<file path="config.mk">
export PLATFORM = sky130hd
export DESIGN_NAME = muldiv_core
export DESIGN_NICKNAME = d
export VERILOG_FILES = /design/src/rtl/muldiv_core.sv
export SDC_FILE = /design/constraint.sdc
export NUM_CORES = 2
export LEC_CHECK = 0
export BUFFER_PORTS_ARGS = -buffer_cell sky130_fd_sc_hd__buf_2
export CORE_ASPECT_RATIO = 0.75
export CORE_MARGIN = 5
export CORE_UTILIZATION = 60
export DETAILED_ROUTE_END_ITERATION = 10
export GPL_TIMING_DRIVEN = 0
export PLACE_DENSITY = 0.88
export SKIP_CTS_REPAIR_TIMING = 1
export SLEW_MARGIN = 20
export SYNTH_ARGS = -nofsm -noshare
export SYNTH_HDL_FRONTEND = slang
export SYNTH_SLANG_ARGS = --single-unit
</file>
<file path="constraint.sdc">
create_clock -name Clk -period 15.2 [get_ports Clk]
set_input_delay 1.52 -clock Clk [delete_from_list [all_inputs] [get_ports Clk]]
set_output_delay 1.52 -clock Clk [all_outputs]
set_load 0.005 [all_outputs]
</file>
<file path="src/rtl/muldiv_core.sv">
// MIPS-style multiply/divide unit holding the architectural HI/LO pair.
// Multiply uses a registered operand pair and a fixed wait; divide is radix-2 restoring.
module muldiv_core #(
  parameter int unsigned MUL_LATENCY = 5,
  parameter int unsigned DIV_LATENCY = 32
) (
  input  logic        Clk,
  input  logic        Clr_n,
  input  logic [31:0] A,
  input  logic [31:0] B,
  input  logic        start,
  input  logic        op,
  input  logic        sign,
  input  logic [1:0]  WriteEnable,
  output logic [31:0] HI,
  output logic [31:0] LO,
  output logic        Busy
);

  typedef enum logic [1:0] {IDLE, MUL, DIV} state_t;

  state_t      state_q;
  logic [7:0]  cnt_q;
  logic [31:0] a_q, b_q, quo_q, rem_q, dvs_q;
  logic        sign_q, negq_q, negr_q, dvz_q;
  logic [31:0] hi_q, lo_q;
  logic        busy_q;

  logic [63:0] prod_d;
  logic [32:0] rem_sh, diff;
  logic        ge;
  logic [31:0] rem_d, quo_d, q_fin, r_fin;

  // Sign-extending to 64 bits makes the low 64 product bits correct for both modes.
  assign prod_d = {{32{sign_q & a_q[31]}}, a_q} * {{32{sign_q & b_q[31]}}, b_q};

  always_comb begin
    rem_sh = {rem_q, quo_q[31]};
    diff   = rem_sh - {1'b0, dvs_q};
    ge     = ~diff[32];
    rem_d  = ge ? diff[31:0] : rem_sh[31:0];
    quo_d  = {quo_q[30:0], ge};
    q_fin  = negq_q ? (32'd0 - quo_d) : quo_d;
    r_fin  = negr_q ? (32'd0 - rem_d) : rem_d;
  end

  always_ff @(posedge Clk or negedge Clr_n) begin
    if (!Clr_n) begin
      state_q <= IDLE;
      cnt_q   <= '0;
      a_q     <= '0;
      b_q     <= '0;
      quo_q   <= '0;
      rem_q   <= '0;
      dvs_q   <= '0;
      sign_q  <= 1'b0;
      negq_q  <= 1'b0;
      negr_q  <= 1'b0;
      dvz_q   <= 1'b0;
      hi_q    <= '0;
      lo_q    <= '0;
      busy_q  <= 1'b0;
    end else begin
      case (state_q)
        IDLE: begin
          if (start) begin
            a_q     <= A;
            b_q     <= B;
            sign_q  <= sign;
            quo_q   <= (sign && A[31]) ? (32'd0 - A) : A;
            dvs_q   <= (sign && B[31]) ? (32'd0 - B) : B;
            rem_q   <= '0;
            negq_q  <= sign & (A[31] ^ B[31]);
            negr_q  <= sign & A[31];
            dvz_q   <= (B == 32'd0);
            cnt_q   <= '0;
            busy_q  <= 1'b1;
            state_q <= op ? DIV : MUL;
          end else begin
            if (WriteEnable[1]) hi_q <= A;
            if (WriteEnable[0]) lo_q <= A;
          end
        end
        MUL: begin
          if (cnt_q == 8'(MUL_LATENCY - 1)) begin
            {hi_q, lo_q} <= prod_d;
            busy_q       <= 1'b0;
            state_q      <= IDLE;
          end else begin
            cnt_q <= cnt_q + 8'd1;
          end
        end
        DIV: begin
          rem_q <= rem_d;
          quo_q <= quo_d;
          // The last iteration's result is written straight into HI/LO on the completing edge.
          if (cnt_q == 8'(DIV_LATENCY - 1)) begin
            if (dvz_q) begin
              hi_q <= a_q;
              lo_q <= '1;
            end else begin
              hi_q <= r_fin;
              lo_q <= q_fin;
            end
            busy_q  <= 1'b0;
            state_q <= IDLE;
          end else begin
            cnt_q <= cnt_q + 8'd1;
          end
        end
        default: begin
          busy_q  <= 1'b0;
          state_q <= IDLE;
        end
      endcase
    end
  end

  assign HI   = hi_q;
  assign LO   = lo_q;
  assign Busy = busy_q;

endmodule

</file>
* Word level (Yosys, flattened, before mapping) *
Index checks and enable logic that the tools add are counted.

cells by class
  add/sub/neg operators = 6
  $mul = 1
  eq/ne operators = 12
  muxes and demuxes = 34
  bitwise gates (word level) = 6
  reductions and logical operators = 12

operators with widths
  cell                                                                  count
  32-bit two-way mux                                                    17
  32-bit one-hot mux with 3 select lines                                2
  32-bit one-hot mux with 2 select lines                                2
  1-bit by 32-bit subtractor with 32-bit output (first input constant)  4
  33-bit by 33-bit multiplier with 64-bit output                        1
  33-bit by 32-bit subtractor with 33-bit output                        1
  32-bit logical NOT                                                    1
  8-bit two-way mux                                                     3
  8-bit one-hot mux with 3 select lines                                 1
  2-bit inequality test (second input constant)                         8
  5-bit AND reduction                                                   2
  8-bit by 1-bit adder with 8-bit output (second input constant)        1
  8-bit by 3-bit == test with 1-bit output (second input constant)      1
  8-bit by 5-bit == test with 1-bit output (second input constant)      1
  2-bit two-way mux                                                     4
  2-bit one-hot mux with 3 select lines                                 1
  1-bit bitwise AND                                                     4
  2-bit AND reduction                                                   2
  4-bit AND reduction                                                   1
  1-bit two-way mux                                                     3
  1-bit one-hot mux with 3 select lines                                 1
  3-bit AND reduction                                                   1
  3-bit nonzero test                                                    1
  2-bit by 1-bit == test with 1-bit output (second input constant)      1
  other kinds (6)                                                       7

storage, ports and cells
  flip-flop bits (word level) = 239
  bits of input ports = 71
  output and inout port bits = 65

* Longest topological paths before layout *
  depth after elaboration = 7
  mapped depth = 32
  depth with buffers taken out = 30

* Least setup slack after synthesis *
Ideal clock, no wire load.

  kind = flip-flop to flip-flop
  from = reg a_q[31]
  to = reg hi_q[26], in the netlist HI[26]
  arrival time = 8.168 ns
  slack = 6.950 ns
  stages on the path, launching flop included = 30
  buffers on the path = 2
  clock period less this slack = 8.250 ns
  path through = dfrtp_1 clkbuf_1 and2_1 clkbuf_1 nand2_1 inv_1 fa_1 fa_1 fa_1 inv_1 fa_1 inv_1 fa_1 fa_1 fa_1 inv_1 fa_1 inv_1 ha_1 nand2_1 nor4_1 o21ai_0 or2_2 a31oi_1 a221oi_1 o311a_1 o41ai_1 xnor2_1 nand3_1 a31oi_1

on the way
  cells in the longest elaborated chain, start to end = 4

RTL lines
  what                                                line  source
  start: declaration                                  24    logic [31:0] a_q, b_q, quo_q, rem_q, dvs_q;
  start signal: assignment                            51    a_q <= '0;
  start signal: assignment                            67    a_q <= A;
  1-bit bitwise AND                                   35    assign prod_d = {{32{sign_q & a_q[31]}}, a_q} * {{32{sign_q & b_q[31]}}, b_q};
  33-bit by 33-bit multiplier with 64-bit output (*)  35
  32-bit two-way mux (*)                              85    if (cnt_q == 8'(MUL_LATENCY - 1)) begin
  32-bit one-hot mux with 3 select lines (*)          64    case (state_q)
  end signal: assignment                              86    {hi_q, lo_q} <= prod_d;
  end signal: assignment                              99    hi_q <= a_q;
  end signal: assignment                              102   hi_q <= r_fin;
  end: declaration                                    26    logic [31:0] hi_q, lo_q;

Mark *: on every way between the ends. The rest lies on a longest branch, timed or not. The select of a mux whose other input is x is not followed.
A chain may end at the register's enable or synchronous reset.

* Worst setup path in the final report *
Ends and elaborated chain as after synthesis.

==> metrics.yaml <==
status: "finished clean"
regToRegStartpoint: "a_q[31]"
portBuffers: 134
synth-main-ff-cell: "dfrtp_1"
critPathBufInv: 7
hold_end: "LO[9]"
cts_tree: "done"
clk_latency_ns: 0.57
grt_pass1_vias: 47116
cap_violations: 0
netlist_area_sq_um: 53400
hold_viol: 0
crit_type: "flop to flop"
slew_headroom: 0.0905
whs_ns: 0.480
syn-mean-instance-area_sq_um: 8.89
min_path_type: "flop to flop"
grt_pass1_wl_mm: 312
fin_cells: 7378
hold_depth: 2
crit_slowest_cell: "a31oi_1"
cp-end-kind: "flop"
die_height_um: 268
cts.clk_slew.worst_paths_ns: 0.08
wl_met1_mm: 78.8
finalCritPeriodShare: 0.774
grt_max_degree: 95
critical_path.max_fanout: 10
nets: 7622
yosysTopAreaCellShare: 0.422
dp.final_hpwl_mm: 174
cts_num_sinks: 238
num_vias: 46680
met3WireLength_mm: 36.7
fin_skew_ns: 0.0292
tns_ns: 0
startpoint_type: "flop"
area_growth_pct: 5.80
placed_cell_area_sq_um: 55600
cp.required_ns: 15.67
drtPass1Iterations: 9
clockBufferDepth: 3
rows: 94
core_area_sq_um: 88000
synth_seq_area_share: 0.112
worstMarginPinSlew_ns: 1.36
ys_ff_latch: 238
yosysWarnings: 0
htree_num_levels: 1
wl_mm: 213
grtUsageTotal: 0.453
multi_input_area_sq_um: 41600
setup_viol_count_final: 0
synth_cell_types: 88
min_period_ns: 11.77
cts_buffers: 22
layout-drive-gt1-share: 0.0504
seqCellArea_sq_um: 5960
holdCritStartpoint: "LO[9]"
slowest_delay_ns: 0.83
cp_common_cell: "fa_1"
postSynth.asyncResetShare: 1.00
drtAntennaViolNets: 0
die-area_sq_um: 95100
grt_overflow: 0
synth-edff-count: 0
root_buffer: "clkbuf_16"
crit_family: "adder cells"
reg2reg_depth: 29
rr_endpoint: "HI[26]"
top_layer_used: "met5"
yosysTopAreaCell: "fa_1"
wl_met2_mm: 83.3
drv_slew: 0
start_util: 0.607
wl_per_cell_um: 28.9
dpl.cell_count: 7299
reg2reg_slack_ns: 3.43
rsz0062_at_grt: "no"
drcViolationCount: 0
antenna_found_initial: 23
drt_iter0_markers: 6321
synthTopCellsByArea: "fa_1 (42%), dfrtp_1 (11%), inv_1 (8.4%)"
place_congestion: 1.07
syn_inst: 6010
via_per_inst: 6.33
fmax_mhz: 85.0
synth_nets: 7461
ioPinCount: 136
die_x_um: 354
fillers: 7437
stdcell_area_sq_um: 56500
critPathArrivalTime_ns: 12.24
## cell families (layout without fill, tap and decap cells)
logic type | after synthesis | count (layout) | share of synthesized area
simple gates | 1794 | 1794 | 0.154
buf+inv | 1550 | 1726 | 0.110
fa+ha+maj | 1380 | 1380 | 0.482
compound gates | 748 | 748 | 0.0902
flops | 238 | 238 | 0.112
xor+xnor | 212 | 212 | 0.0348
mux | 88 | 88 | 0.0179
other cells | 0 | 40 | 0
## cells in the mapped netlist (19+ instances only)
library cell / n
nor3_1: 41
inv_1: 1191
nand2_1: 975
o31ai_1: 56
a21oi_1: 190
a21o_1: 42
nor2_1: 207
and3_1: 42
xor2_1: 68
xnor2_1: 144
a221oi_1: 51
nand3_1: 32
a31oi_1: 22
dfrtp_1: 238
clkbuf_1: 335
fa_1: 1126
or2_2: 19
o21ai_0: 225
mux2_2: 60
ha_1: 254
mux2i_1: 28
and2_1: 359
## area by class of cell
class / instances / share of cell area
Buffer: 357 / 0.0248
Timing Repair Buffer: 137 / 0.0133
Sequential cell: 238 / 0.105
Inverter: 1193 / 0.0793
Tap cell: 1152 / 0.0255
Clock buffer: 32 / 0.0118
Antenna cell: 40 / 0.00177
Clock inverter: 7 / 0.00168
Multi-Input combinational cell: 4222 / 0.736
## layout by cell type, fill, tap and decap left out, drive strengths merged, types with 52 or more instances in the layout
| master | netlist | layout |
|---|---|---|
| inv | 1192 | 1193 |
| fa | 1126 | 1126 |
| nand2 | 975 | 975 |
| clkbuf | 336 | 368 |
| and2 | 360 | 360 |
| ha | 254 | 254 |
| dfrtp | 238 | 238 |
| o21ai | 232 | 232 |
| nor2 | 207 | 207 |
| a21oi | 190 | 190 |
| buf | 21 | 158 |
| xnor2 | 144 | 144 |
| xor2 | 68 | 68 |
| mux2 | 60 | 60 |
| o31ai | 57 | 57 |
| a221oi | 52 | 52 |
## metrics by stage
step                      utilization  worst slack, ns
after floorplan                     -             6.95
after global placement          0.631             4.00
after detailed placement        0.632             4.04
after CTS                       0.641             3.95
after global routing            0.641             3.23
final                           0.642             3.43
## worst register-to-register path: cells and delay by family, from the launching register on
| family | cells | cell delay (ns) |
|---|---|---|
| AOI/OAI and AO/OA | 7 | 3.10 |
| xor gates and xnor gates | 1 | 0.38 |
| adders and majority gates | 9 | 4.64 |
| buffers and inverters | 7 | 2.02 |
| DFF | 1 | 0.33 |
| and+or+nand+nor | 5 | 1.22 |
## how the worst max path moves through the flow
stage | startpoint | endpoint | slack (ns) | cells after the start
CTS | a_q[22] | HI[26] | 3.95 | 28
floorplan | a_q[31] | HI[26] | 6.95 | 29
finish | a_q[31] | HI[26] | 3.43 | 29
global placement | a_q[31] | HI[26] | 4.00 | 29
detailed placement | a_q[31] | HI[26] | 4.04 | 29
global route | a_q[31] | HI[26] | 3.23 | 29
## state kept, by name, summed over array words and instances, names as in the netlist
signal and cells:
Busy 1, HI 32, LO 32, a_q 32, b_q 32, cnt_q 8, dvs_q 31, dvz_q 1
negq_q 1, negr_q 1, quo_q 32, rem_q 32, sign_q 1, state_q 2
## routing by layer
metal / track usage / vias up
met5: 0.00634 / -
met4: 0.223 / 22
met3: 0.218 / 812
met2: 0.616 / 3834
met1: 0.609 / 23321
li1: - / 18691
Power is left out: the tool's default activity adds up to more than one toggle a clock period on the data nets, which glitch-free logic cannot reach.
